## config.mk

```make
export PLATFORM = sky130hd
export DESIGN_NAME = updi_rx_frame_decoder_flat
export DESIGN_NICKNAME = d
export VERILOG_FILES = /design/src/rtl/updi_rx_frame_decoder_pkg.sv /design/src/rtl/updi_rx_frame_decoder_if.sv /design/src/rtl/updi_rx_frame_decoder_fifo.sv /design/src/rtl/updi_rx_frame_decoder.sv /design/src/flat_wrapper.sv
export SDC_FILE = /design/constraint.sdc
export NUM_CORES = 1
export LEC_CHECK = 0
export ABC_AREA = 0
export CAP_MARGIN = 10
export CORE_MARGIN = 2
export CORE_UTILIZATION = 35
export CTS_CLUSTER_DIAMETER = 60
export DETAILED_ROUTE_END_ITERATION = 16
export GPL_TIMING_DRIVEN = 0
export SLEW_MARGIN = 15
export SYNTH_ARGS = -nofsm -noshare
export SYNTH_HDL_FRONTEND = slang
export SYNTH_HIERARCHICAL = 1
export SYNTH_SLANG_ARGS = --single-unit
export TNS_END_PERCENT = 50
```

## constraint.sdc

```tcl
create_clock -name i_clk -period 4.7 [get_ports i_clk]
set_input_delay 0.94 -clock i_clk [delete_from_list [all_inputs] [get_ports i_clk]]
set_output_delay 0.94 -clock i_clk [all_outputs]
set_load 0.02 [all_outputs]
```

## src/rtl/updi_rx_frame_decoder_pkg.sv

```systemverilog
// Shared definitions for the UPDI receive path: frame layout, receiver states,
// error codes and the frame check helpers.
package updi_rx_frame_decoder_pkg;

  localparam int FRAME_W   = 12;
  localparam int START_BIT = 11;
  localparam int DATA_MSB  = 10;
  localparam int DATA_LSB  = 3;
  localparam int PAR_BIT   = 2;
  localparam int STOP_MSB  = 1;
  localparam int STOP_LSB  = 0;
  localparam logic [1:0] STOP_PATTERN = 2'b11;

  typedef enum logic [2:0] {
    RX_IDLE    = 3'd0,
    RX_ECHO    = 3'd1,
    RX_COLLECT = 3'd2,
    RX_DONE    = 3'd3,
    RX_ERROR   = 3'd4
  } rx_state_e;

  // Also consumed by the command generator status path.
  typedef enum logic [2:0] {
    ERR_NONE     = 3'd0,
    ERR_START    = 3'd1,
    ERR_STOP     = 3'd2,
    ERR_PARITY   = 3'd3,
    ERR_TIMEOUT  = 3'd4,
    ERR_OVERFLOW = 3'd5
  } err_code_e;

  function automatic logic even_parity(input logic [7:0] data);
    return ^data;
  endfunction

  function automatic err_code_e frame_check(input logic [FRAME_W-1:0] frame);
    err_code_e code;
    if (frame[START_BIT]) begin
      code = ERR_START;
    end else if (frame[STOP_MSB:STOP_LSB] != STOP_PATTERN) begin
      code = ERR_STOP;
    end else if (frame[PAR_BIT] != even_parity(frame[DATA_MSB:DATA_LSB])) begin
      code = ERR_PARITY;
    end else begin
      code = ERR_NONE;
    end
    return code;
  endfunction

endpackage

```

## src/rtl/updi_rx_frame_decoder_if.sv

```systemverilog
// Bundle of the RX PHY frame input, the controller handshake and the response
// byte stream of the UPDI frame decoder.
interface updi_rx_frame_decoder_if #(
  parameter int CNT_W = 10
);
  import updi_rx_frame_decoder_pkg::*;

  logic                 i_arm;
  logic [CNT_W-1:0]     i_echo_cnt;
  logic [CNT_W-1:0]     i_resp_cnt;
  logic [FRAME_W-1:0]   i_frame;
  logic                 i_frame_valid;
  logic [7:0]           o_data;
  logic                 o_valid;
  logic                 i_ready;
  logic                 o_busy;
  logic                 o_done;
  logic                 o_err;
  err_code_e            o_err_code;

  modport slave (
    input  i_arm, i_echo_cnt, i_resp_cnt, i_frame, i_frame_valid, i_ready,
    output o_data, o_valid, o_busy, o_done, o_err, o_err_code
  );

  modport master (
    output i_arm, i_echo_cnt, i_resp_cnt, i_frame, i_frame_valid, i_ready,
    input  o_data, o_valid, o_busy, o_done, o_err, o_err_code
  );

endinterface

```

## src/rtl/updi_rx_frame_decoder_fifo.sv

```systemverilog
// Synchronous first-word-fall-through FIFO with flush; a push into a full FIFO
// is accepted only when a pop happens on the same cycle.
module updi_rx_frame_decoder_fifo #(
  parameter int DEPTH = 8,
  parameter int WIDTH = 8
) (
  input  logic             clk_i,
  input  logic             rst_i,
  input  logic             flush_i,
  input  logic             push_i,
  input  logic             pop_i,
  input  logic [WIDTH-1:0] wdata_i,
  output logic [WIDTH-1:0] rdata_o,
  output logic             full_o,
  output logic             empty_o
);

  localparam int AW = (DEPTH > 1) ? $clog2(DEPTH) : 1;
  localparam logic [AW:0] FULL_CNT = (AW+1)'(DEPTH);

  logic [WIDTH-1:0] mem_q [DEPTH];
  logic [AW-1:0]    wr_ptr_q;
  logic [AW-1:0]    rd_ptr_q;
  logic [AW:0]      count_q;

  logic full_s;
  logic empty_s;
  logic pop_ok_s;
  logic push_ok_s;

  assign full_s    = (count_q == FULL_CNT);
  assign empty_s   = (count_q == '0);
  assign pop_ok_s  = pop_i && !empty_s;
  assign push_ok_s = push_i && (!full_s || pop_ok_s);

  // Pointer and occupancy tracking.
  always_ff @(posedge clk_i or posedge rst_i) begin
    if (rst_i) begin
      wr_ptr_q <= '0;
      rd_ptr_q <= '0;
      count_q  <= '0;
    end else if (flush_i) begin
      wr_ptr_q <= '0;
      rd_ptr_q <= '0;
      count_q  <= '0;
    end else begin
      if (push_ok_s) begin
        wr_ptr_q <= wr_ptr_q + AW'(1);
      end
      if (pop_ok_s) begin
        rd_ptr_q <= rd_ptr_q + AW'(1);
      end
      case ({push_ok_s, pop_ok_s})
        2'b10:   count_q <= count_q + (AW+1)'(1);
        2'b01:   count_q <= count_q - (AW+1)'(1);
        default: count_q <= count_q;
      endcase
    end
  end

  // Storage array; contents are don't-care until written.
  always_ff @(posedge clk_i) begin
    if (push_ok_s) begin
      mem_q[wr_ptr_q] <= wdata_i;
    end
  end

  assign rdata_o = mem_q[rd_ptr_q];
  assign full_o  = full_s;
  assign empty_o = empty_s;

endmodule

```

## src/rtl/updi_rx_frame_decoder.sv

```systemverilog
// UPDI receive frame decoder: checks PHY frames, drops the half-duplex echo and
// queues the target response bytes, reporting done / error / timeout.
module updi_rx_frame_decoder
  import updi_rx_frame_decoder_pkg::*;
#(
  parameter int FIFO_DEPTH  = 8,
  parameter int TIMEOUT_CYC = 4096,
  parameter int CNT_W       = 10
) (
  input  logic                     i_clk,
  input  logic                     i_rst,
  updi_rx_frame_decoder_if.slave   bus
);

  localparam int TMR_W = (TIMEOUT_CYC > 2) ? $clog2(TIMEOUT_CYC) : 1;
  localparam logic [TMR_W-1:0] TMR_LAST = TMR_W'(TIMEOUT_CYC - 1);

  rx_state_e        state_q;
  logic [CNT_W-1:0] echo_q;
  logic [CNT_W-1:0] resp_q;
  logic [TMR_W-1:0] timer_q;
  logic             busy_q;
  logic             done_q;
  logic             err_q;
  err_code_e        code_q;

  logic             chk_valid_q;
  logic [7:0]       chk_data_q;
  err_code_e        chk_code_q;

  err_code_e        frame_code_s;
  logic             active_s;
  logic             chk_good_s;
  logic             pop_s;
  logic             overflow_s;
  logic             push_s;
  logic             fifo_full_s;
  logic             fifo_empty_s;
  logic [7:0]       fifo_rdata_s;
  logic             flush_s;

  assign frame_code_s = frame_check(bus.i_frame);
  assign active_s     = (state_q == RX_ECHO) || (state_q == RX_COLLECT);
  assign chk_good_s   = chk_valid_q && (chk_code_q == ERR_NONE);
  assign pop_s        = !fifo_empty_s && bus.i_ready;
  assign overflow_s   = chk_good_s && (state_q == RX_COLLECT) && fifo_full_s && !pop_s;
  assign push_s       = chk_good_s && (state_q == RX_COLLECT) && !overflow_s;
  // Arm is only honoured in IDLE/ERROR, where incoming frames are ignored anyway.
  assign flush_s      = bus.i_arm && ((state_q == RX_IDLE) || (state_q == RX_ERROR));

  // Check stage: frames only enter while a transaction is listening.
  always_ff @(posedge i_clk or posedge i_rst) begin
    if (i_rst) begin
      chk_valid_q <= 1'b0;
      chk_data_q  <= 8'h00;
      chk_code_q  <= ERR_NONE;
    end else begin
      chk_valid_q <= bus.i_frame_valid && active_s;
      chk_data_q  <= bus.i_frame[DATA_MSB:DATA_LSB];
      chk_code_q  <= frame_code_s;
    end
  end

  // Transaction FSM with its counters, timeout timer and status outputs.
  always_ff @(posedge i_clk or posedge i_rst) begin
    if (i_rst) begin
      state_q <= RX_IDLE;
      echo_q  <= '0;
      resp_q  <= '0;
      timer_q <= '0;
      busy_q  <= 1'b0;
      done_q  <= 1'b0;
      err_q   <= 1'b0;
      code_q  <= ERR_NONE;
    end else begin
      done_q <= 1'b0;
      case (state_q)
        RX_IDLE, RX_ERROR: begin
          if (bus.i_arm) begin
            echo_q  <= bus.i_echo_cnt;
            resp_q  <= bus.i_resp_cnt;
            timer_q <= '0;
            err_q   <= 1'b0;
            code_q  <= ERR_NONE;
            if (bus.i_echo_cnt != '0) begin
              state_q <= RX_ECHO;
              busy_q  <= 1'b1;
            end else if (bus.i_resp_cnt != '0) begin
              state_q <= RX_COLLECT;
              busy_q  <= 1'b1;
            end else begin
              state_q <= RX_DONE;
              done_q  <= 1'b1;
            end
          end else begin
            state_q <= state_q;
          end
        end
        RX_ECHO: begin
          if (chk_valid_q && !chk_good_s) begin
            state_q <= RX_ERROR;
            busy_q  <= 1'b0;
            err_q   <= 1'b1;
            code_q  <= chk_code_q;
          end else if (chk_good_s) begin
            timer_q <= '0;
            if (echo_q > CNT_W'(1)) begin
              echo_q <= echo_q - CNT_W'(1);
            end else begin
              echo_q <= '0;
              if (resp_q != '0) begin
                state_q <= RX_COLLECT;
              end else begin
                state_q <= RX_DONE;
                busy_q  <= 1'b0;
                done_q  <= 1'b1;
              end
            end
          end else if (timer_q == TMR_LAST) begin
            state_q <= RX_ERROR;
            busy_q  <= 1'b0;
            err_q   <= 1'b1;
            code_q  <= ERR_TIMEOUT;
          end else begin
            timer_q <= timer_q + TMR_W'(1);
          end
        end
        RX_COLLECT: begin
          if (chk_valid_q && !chk_good_s) begin
            state_q <= RX_ERROR;
            busy_q  <= 1'b0;
            err_q   <= 1'b1;
            code_q  <= chk_code_q;
          end else if (overflow_s) begin
            state_q <= RX_ERROR;
            busy_q  <= 1'b0;
            err_q   <= 1'b1;
            code_q  <= ERR_OVERFLOW;
          end else if (chk_good_s) begin
            timer_q <= '0;
            if (resp_q > CNT_W'(1)) begin
              resp_q <= resp_q - CNT_W'(1);
            end else begin
              resp_q  <= '0;
              state_q <= RX_DONE;
              busy_q  <= 1'b0;
              done_q  <= 1'b1;
            end
          end else if (timer_q == TMR_LAST) begin
            state_q <= RX_ERROR;
            busy_q  <= 1'b0;
            err_q   <= 1'b1;
            code_q  <= ERR_TIMEOUT;
          end else begin
            timer_q <= timer_q + TMR_W'(1);
          end
        end
        RX_DONE: begin
          state_q <= RX_IDLE;
          busy_q  <= 1'b0;
        end
        default: begin
          state_q <= RX_IDLE;
          busy_q  <= 1'b0;
        end
      endcase
    end
  end

  updi_rx_frame_decoder_fifo #(
    .DEPTH (FIFO_DEPTH),
    .WIDTH (8)
  ) u_fifo (
    .clk_i   (i_clk),
    .rst_i   (i_rst),
    .flush_i (flush_s),
    .push_i  (push_s),
    .pop_i   (pop_s),
    .wdata_i (chk_data_q),
    .rdata_o (fifo_rdata_s),
    .full_o  (fifo_full_s),
    .empty_o (fifo_empty_s)
  );

  // Masked so o_data reads zero, not stale storage, when nothing is queued.
  assign bus.o_data     = fifo_empty_s ? 8'h00 : fifo_rdata_s;
  assign bus.o_valid    = !fifo_empty_s;
  assign bus.o_busy     = busy_q;
  assign bus.o_done     = done_q;
  assign bus.o_err      = err_q;
  assign bus.o_err_code = code_q;

endmodule

```

## src/flat_wrapper.sv

```systemverilog
// flat-port wrapper written by rule: the top's interface ports become plain ports
module updi_rx_frame_decoder_flat import updi_rx_frame_decoder_pkg::*;
#(
  parameter int FIFO_DEPTH  = 8,
  parameter int TIMEOUT_CYC = 4096,
  parameter int CNT_W       = 10
)
  (i_clk, i_rst, bus_i_arm, bus_i_echo_cnt, bus_i_resp_cnt, bus_i_frame, bus_i_frame_valid, bus_i_ready, bus_o_data, bus_o_valid, bus_o_busy, bus_o_done, bus_o_err, bus_o_err_code);
  updi_rx_frame_decoder_if #(.CNT_W(CNT_W)) bus_i ();
  input  logic i_clk;
  input  logic i_rst;
  input wire logic [$bits(bus_i.i_arm)-1:0] bus_i_arm;
  input wire logic [$bits(bus_i.i_echo_cnt)-1:0] bus_i_echo_cnt;
  input wire logic [$bits(bus_i.i_resp_cnt)-1:0] bus_i_resp_cnt;
  input wire logic [$bits(bus_i.i_frame)-1:0] bus_i_frame;
  input wire logic [$bits(bus_i.i_frame_valid)-1:0] bus_i_frame_valid;
  input wire logic [$bits(bus_i.i_ready)-1:0] bus_i_ready;
  output wire logic [$bits(bus_i.o_data)-1:0] bus_o_data;
  output wire logic [$bits(bus_i.o_valid)-1:0] bus_o_valid;
  output wire logic [$bits(bus_i.o_busy)-1:0] bus_o_busy;
  output wire logic [$bits(bus_i.o_done)-1:0] bus_o_done;
  output wire logic [$bits(bus_i.o_err)-1:0] bus_o_err;
  output wire logic [$bits(bus_i.o_err_code)-1:0] bus_o_err_code;
  assign bus_i.i_arm = bus_i_arm;
  assign bus_i.i_echo_cnt = bus_i_echo_cnt;
  assign bus_i.i_resp_cnt = bus_i_resp_cnt;
  assign bus_i.i_frame = bus_i_frame;
  assign bus_i.i_frame_valid = bus_i_frame_valid;
  assign bus_i.i_ready = bus_i_ready;
  assign bus_o_data = bus_i.o_data;
  assign bus_o_valid = bus_i.o_valid;
  assign bus_o_busy = bus_i.o_busy;
  assign bus_o_done = bus_i.o_done;
  assign bus_o_err = bus_i.o_err;
  assign bus_o_err_code = bus_i.o_err_code;
  updi_rx_frame_decoder #(.FIFO_DEPTH(FIFO_DEPTH), .TIMEOUT_CYC(TIMEOUT_CYC), .CNT_W(CNT_W)) u_core (.i_clk(i_clk), .i_rst(i_rst), .bus(bus_i));
endmodule
```

==> run metrics <==
clk sink count=between 100 and 150; worst skew pair latency=420 ps; Highest Clock Rate=between 200 and 250 MHz; post-DP HPWL=about 10000 microns; predominant post-synthesis flop cell=edfxtp_1; num rows=48; Synth Net Count=~580; syn avg cell area=approximately 12 sq um; Pwr Density=~460 nW/um^2; leak pwr=2.86 nW; RSZ-0062 raised after global routing=false; IO Port Bufs=51; Total Negative Setup Slacks=0 ps; class of the worst hold path=reg2reg; Initial Util=0.360; crit path capture type=register; First-pass DRT Iterations=5; post-layout util=0.441; Synth Cell Area=between 6000 and 7000 sq um; Num CTS Buffers=17; fin crit share=0.881; CTS tree=done; initial antenna violation count=0; ratio of cells with drive above 1 in the final layout=0.163; RePlAce Congestion=0.922; first-pass GRT wire length=between 20000 and 25000 microns; Async SR Flop Fraction=0.492; Slew @ Worst Pin=between 900 and 1000 ps; worst reg2reg startpoint=u_core/u_fifo/count_q[0]; Overall Global Routing Usage=0.164; status=finished clean; clk buf depth=2; Worst EP required=between 4000 and 5000 ps; vias in the first global route=4507; final WL=between 10000 and 15000 microns; Finished Layout Cells=838; Synth Warn #=6; critical path type=reg2reg; max_cap viols=0; register area share after synthesis=0.556; EDFF count, synth=between 60 and 70; Seq cells post-synth=around 130; CP Max Fanout=11; Critical Path AT=about 4400 ps; final hold vios=0; grt ovf=0; unique cell type count in the Yosys netlist=between 60 and 70; die width=~140 microns; DR WL/cell=between 15 and 20 microns; # diodes=0; Area Growth Syn to Fin=22.6%; Syn Inst Count=between 500 and 600; die area=about 19000 sq um; # DRC=0; # H-tree levels=4; DRT iter0 DRCs=approximately 290; Max rail drop VDD=about 0.28 mV; max-slew violations=0; core area=around 17000 sq um; Root Buffer=clkbuf_16; Layout Nets=647; Clock transition at path regs=60 ps; Via density=around 5.4; placed cells=806; CP Launch Point=u_core/u_fifo/count_q[0]; Vias=approximately 4500; minimum clock period=approximately 4100 ps; hold slack=~490 ps; Post-DRT Antenna Nets=0; I/O Pins=52; startpoint types=register; HP Start=u_core/echo_q[9]; final setup fails=0; Die Span Y=138 microns; largest net degree at the start of global routing=28; max_slew headroom=0.375; Post-CTS Hold Buffers=0; post-route clock skew=approximately 6.5 ps
power breakdown:
group	internal, mW	switching, mW
Clock	0.778	0.478
Combinational	0.339	0.546
Sequential	1.29	0.118
layer usage:
metal,track usage,share of wire,wire length (microns),up-vias
met5,0,0,0,-
met4,0.0641,0.021,292,0
met3,0.0438,0.042,591,27
met2,0.272,0.49,7030,103
met1,0.205,0.44,6300,2216
li1,-,-,-,2141
state kept, by name, summed over array words and instances, names as in the netlist:
| register | flops |
|---|---|
| u_core/chk_data_q | 8 |
| u_core/u_fifo/count_q | 4 |
| u_core/bus.o_err | 1 |
| u_core/u_fifo/wr_ptr_q | 3 |
| u_core/state_q | 3 |
| u_core/u_fifo/mem_q | 64 |
| u_core/bus.o_done | 1 |
| u_core/chk_valid_q | 1 |
| u_core/timer_q | 12 |
| u_core/u_fifo/rd_ptr_q | 3 |
| u_core/echo_q | 10 |
| u_core/chk_code_q | 2 |
| u_core/bus.o_err_code | 3 |
| u_core/resp_q | 10 |
| u_core/bus.o_busy | 1 |
Yosys cell counts (3+ instances only):
library cell  number  area, sq um
a211oi_1           6         45.0
a21oi_1           29          145
a22oi_1            7         52.6
a31oi_1            3         18.8
a32oi_1            7         61.3
and3_1             6         37.5
buf_2              7         35.0
buf_6              6         67.6
clkbuf_1           8         30.0
dfrtp_1           62         1550
edfxtp_1          64         1920
ha_1               9          113
inv_1             20         75.1
mux2_2             8         90.1
mux2i_1            4         40.0
mux4_2            16          360
nand2_1           33          124
nand2b_1           7         43.8
nand3_1            4         20.0
nand4_1            7         43.8
nor2_1            52          195
nor2b_1           10         62.6
nor3_1            18         90.1
nor4_1             8         50.1
o211ai_1           5         37.5
o21ai_0           42          210
o22ai_1            4         25.0
o41ai_1            3         26.3
or2_2              5         31.3
or3_1              4         25.0
or3b_1             4         35.0
xnor2_1            9         78.8
xor2_1             8         70.1
timing repair:
action | 4_1_cts | 5_1_grt
setup endpoints to repair | 0 | 1
setup buffers | 0 | 0
gates resized for setup | 0 | 2
logic make-up (layout without fill, tap and decap cells):
family                   Yosys count  after routing  synth area share
AO/OA/AOI/OAI                    125            125             0.130
XOR/XNOR                          18             18            0.0264
adder cells (fa/ha/maj)           10             10            0.0212
buffers and inverters             45            130            0.0369
flip-flops                       126            126             0.556
multiplexers                      28             28            0.0785
AND/OR/NAND/NOR                  176            176             0.151
per-stage QoR:
step	cell area (sq um)	total power, mW	setup slack, ps
3_5_place_dp	7080	2.30	24.0
2_1_floorplan	6250	2.04	928
3_3_place_gp	7040	2.27	181
5_1_grt	7660	3.76	162
6_report	7660	3.55	562
4_1_cts	7650	3.58	96.4
worst max-delay path, cell delays in order, from the launching register on:
cell and delay, ps:
dfrtp_1 450, or3_1 380, buf_2 200, nor2_4 280, and2b_2 360, o211ai_1 310, inv_1 130, buf_4 190
nor2b_1 160, nor2b_1 290, ha_1 280, a211oi_1 460, o21ai_0 210, a31oi_1 200, a21oi_1 90
area by class of cell:
type / instances / area, sq um
clock buffers: 18 / 429
multi-input cells: 357 / 2560
clock inverters: 14 / 144
repair buffers: 53 / 538
well taps: 225 / 282
fillers: 1581 / 9700
inverters: 20 / 75.1
flip-flops and latches: 126 / 3470
plain buffers: 25 / 155
cells in the final DEF (no fill, tap or decap), types with 4 or more instances in the layout:
cell             Yosys  final
xor2_1               8      8
nand2_1             33     33
a22oi_1              7      7
nor3_1              18     16
clkbuf_1             8      9
nor2b_1             10     10
nor4_1               8      8
or3_1                4      4
or3b_1               4      4
edfxtp_1            64     64
buf_6                6      6
o22ai_1              4      4
or2_2                5      5
and3_1               6      6
ha_1                 9      9
dfrtp_1             62     62
buf_2                7      7
inv_1               20     19
clkbuf_16            0     17
a32oi_1              7      7
o211ai_1             5      5
nand2b_1             7      7
a21oi_1             29     29
mux4_2              16     16
mux2i_1              4      4
nand3_1              4      4
nand4_1              7      7
clkdlybuf4s50_1      0     51
xnor2_1              9      9
nor2_1              52     51
mux2_2               8      8
o21ai_0             42     42
a211oi_1             6      6
path summary, 6_finish.rpt:
path	endpoint	slack [ps]	cells after the start
min in group asynchronous	u_core/u_fifo/count_q[1]	880	2
max in group asynchronous	u_core/echo_q[5]	3200	3
setup reg to reg	u_core/u_fifo/count_q[3]	560	14
setup / recovery	u_core/u_fifo/count_q[3]	560	14
hold / removal	u_core/echo_q[9]	490	2
hold reg to reg	u_core/echo_q[9]	490	2
Power figures use the tool's default switching activity.
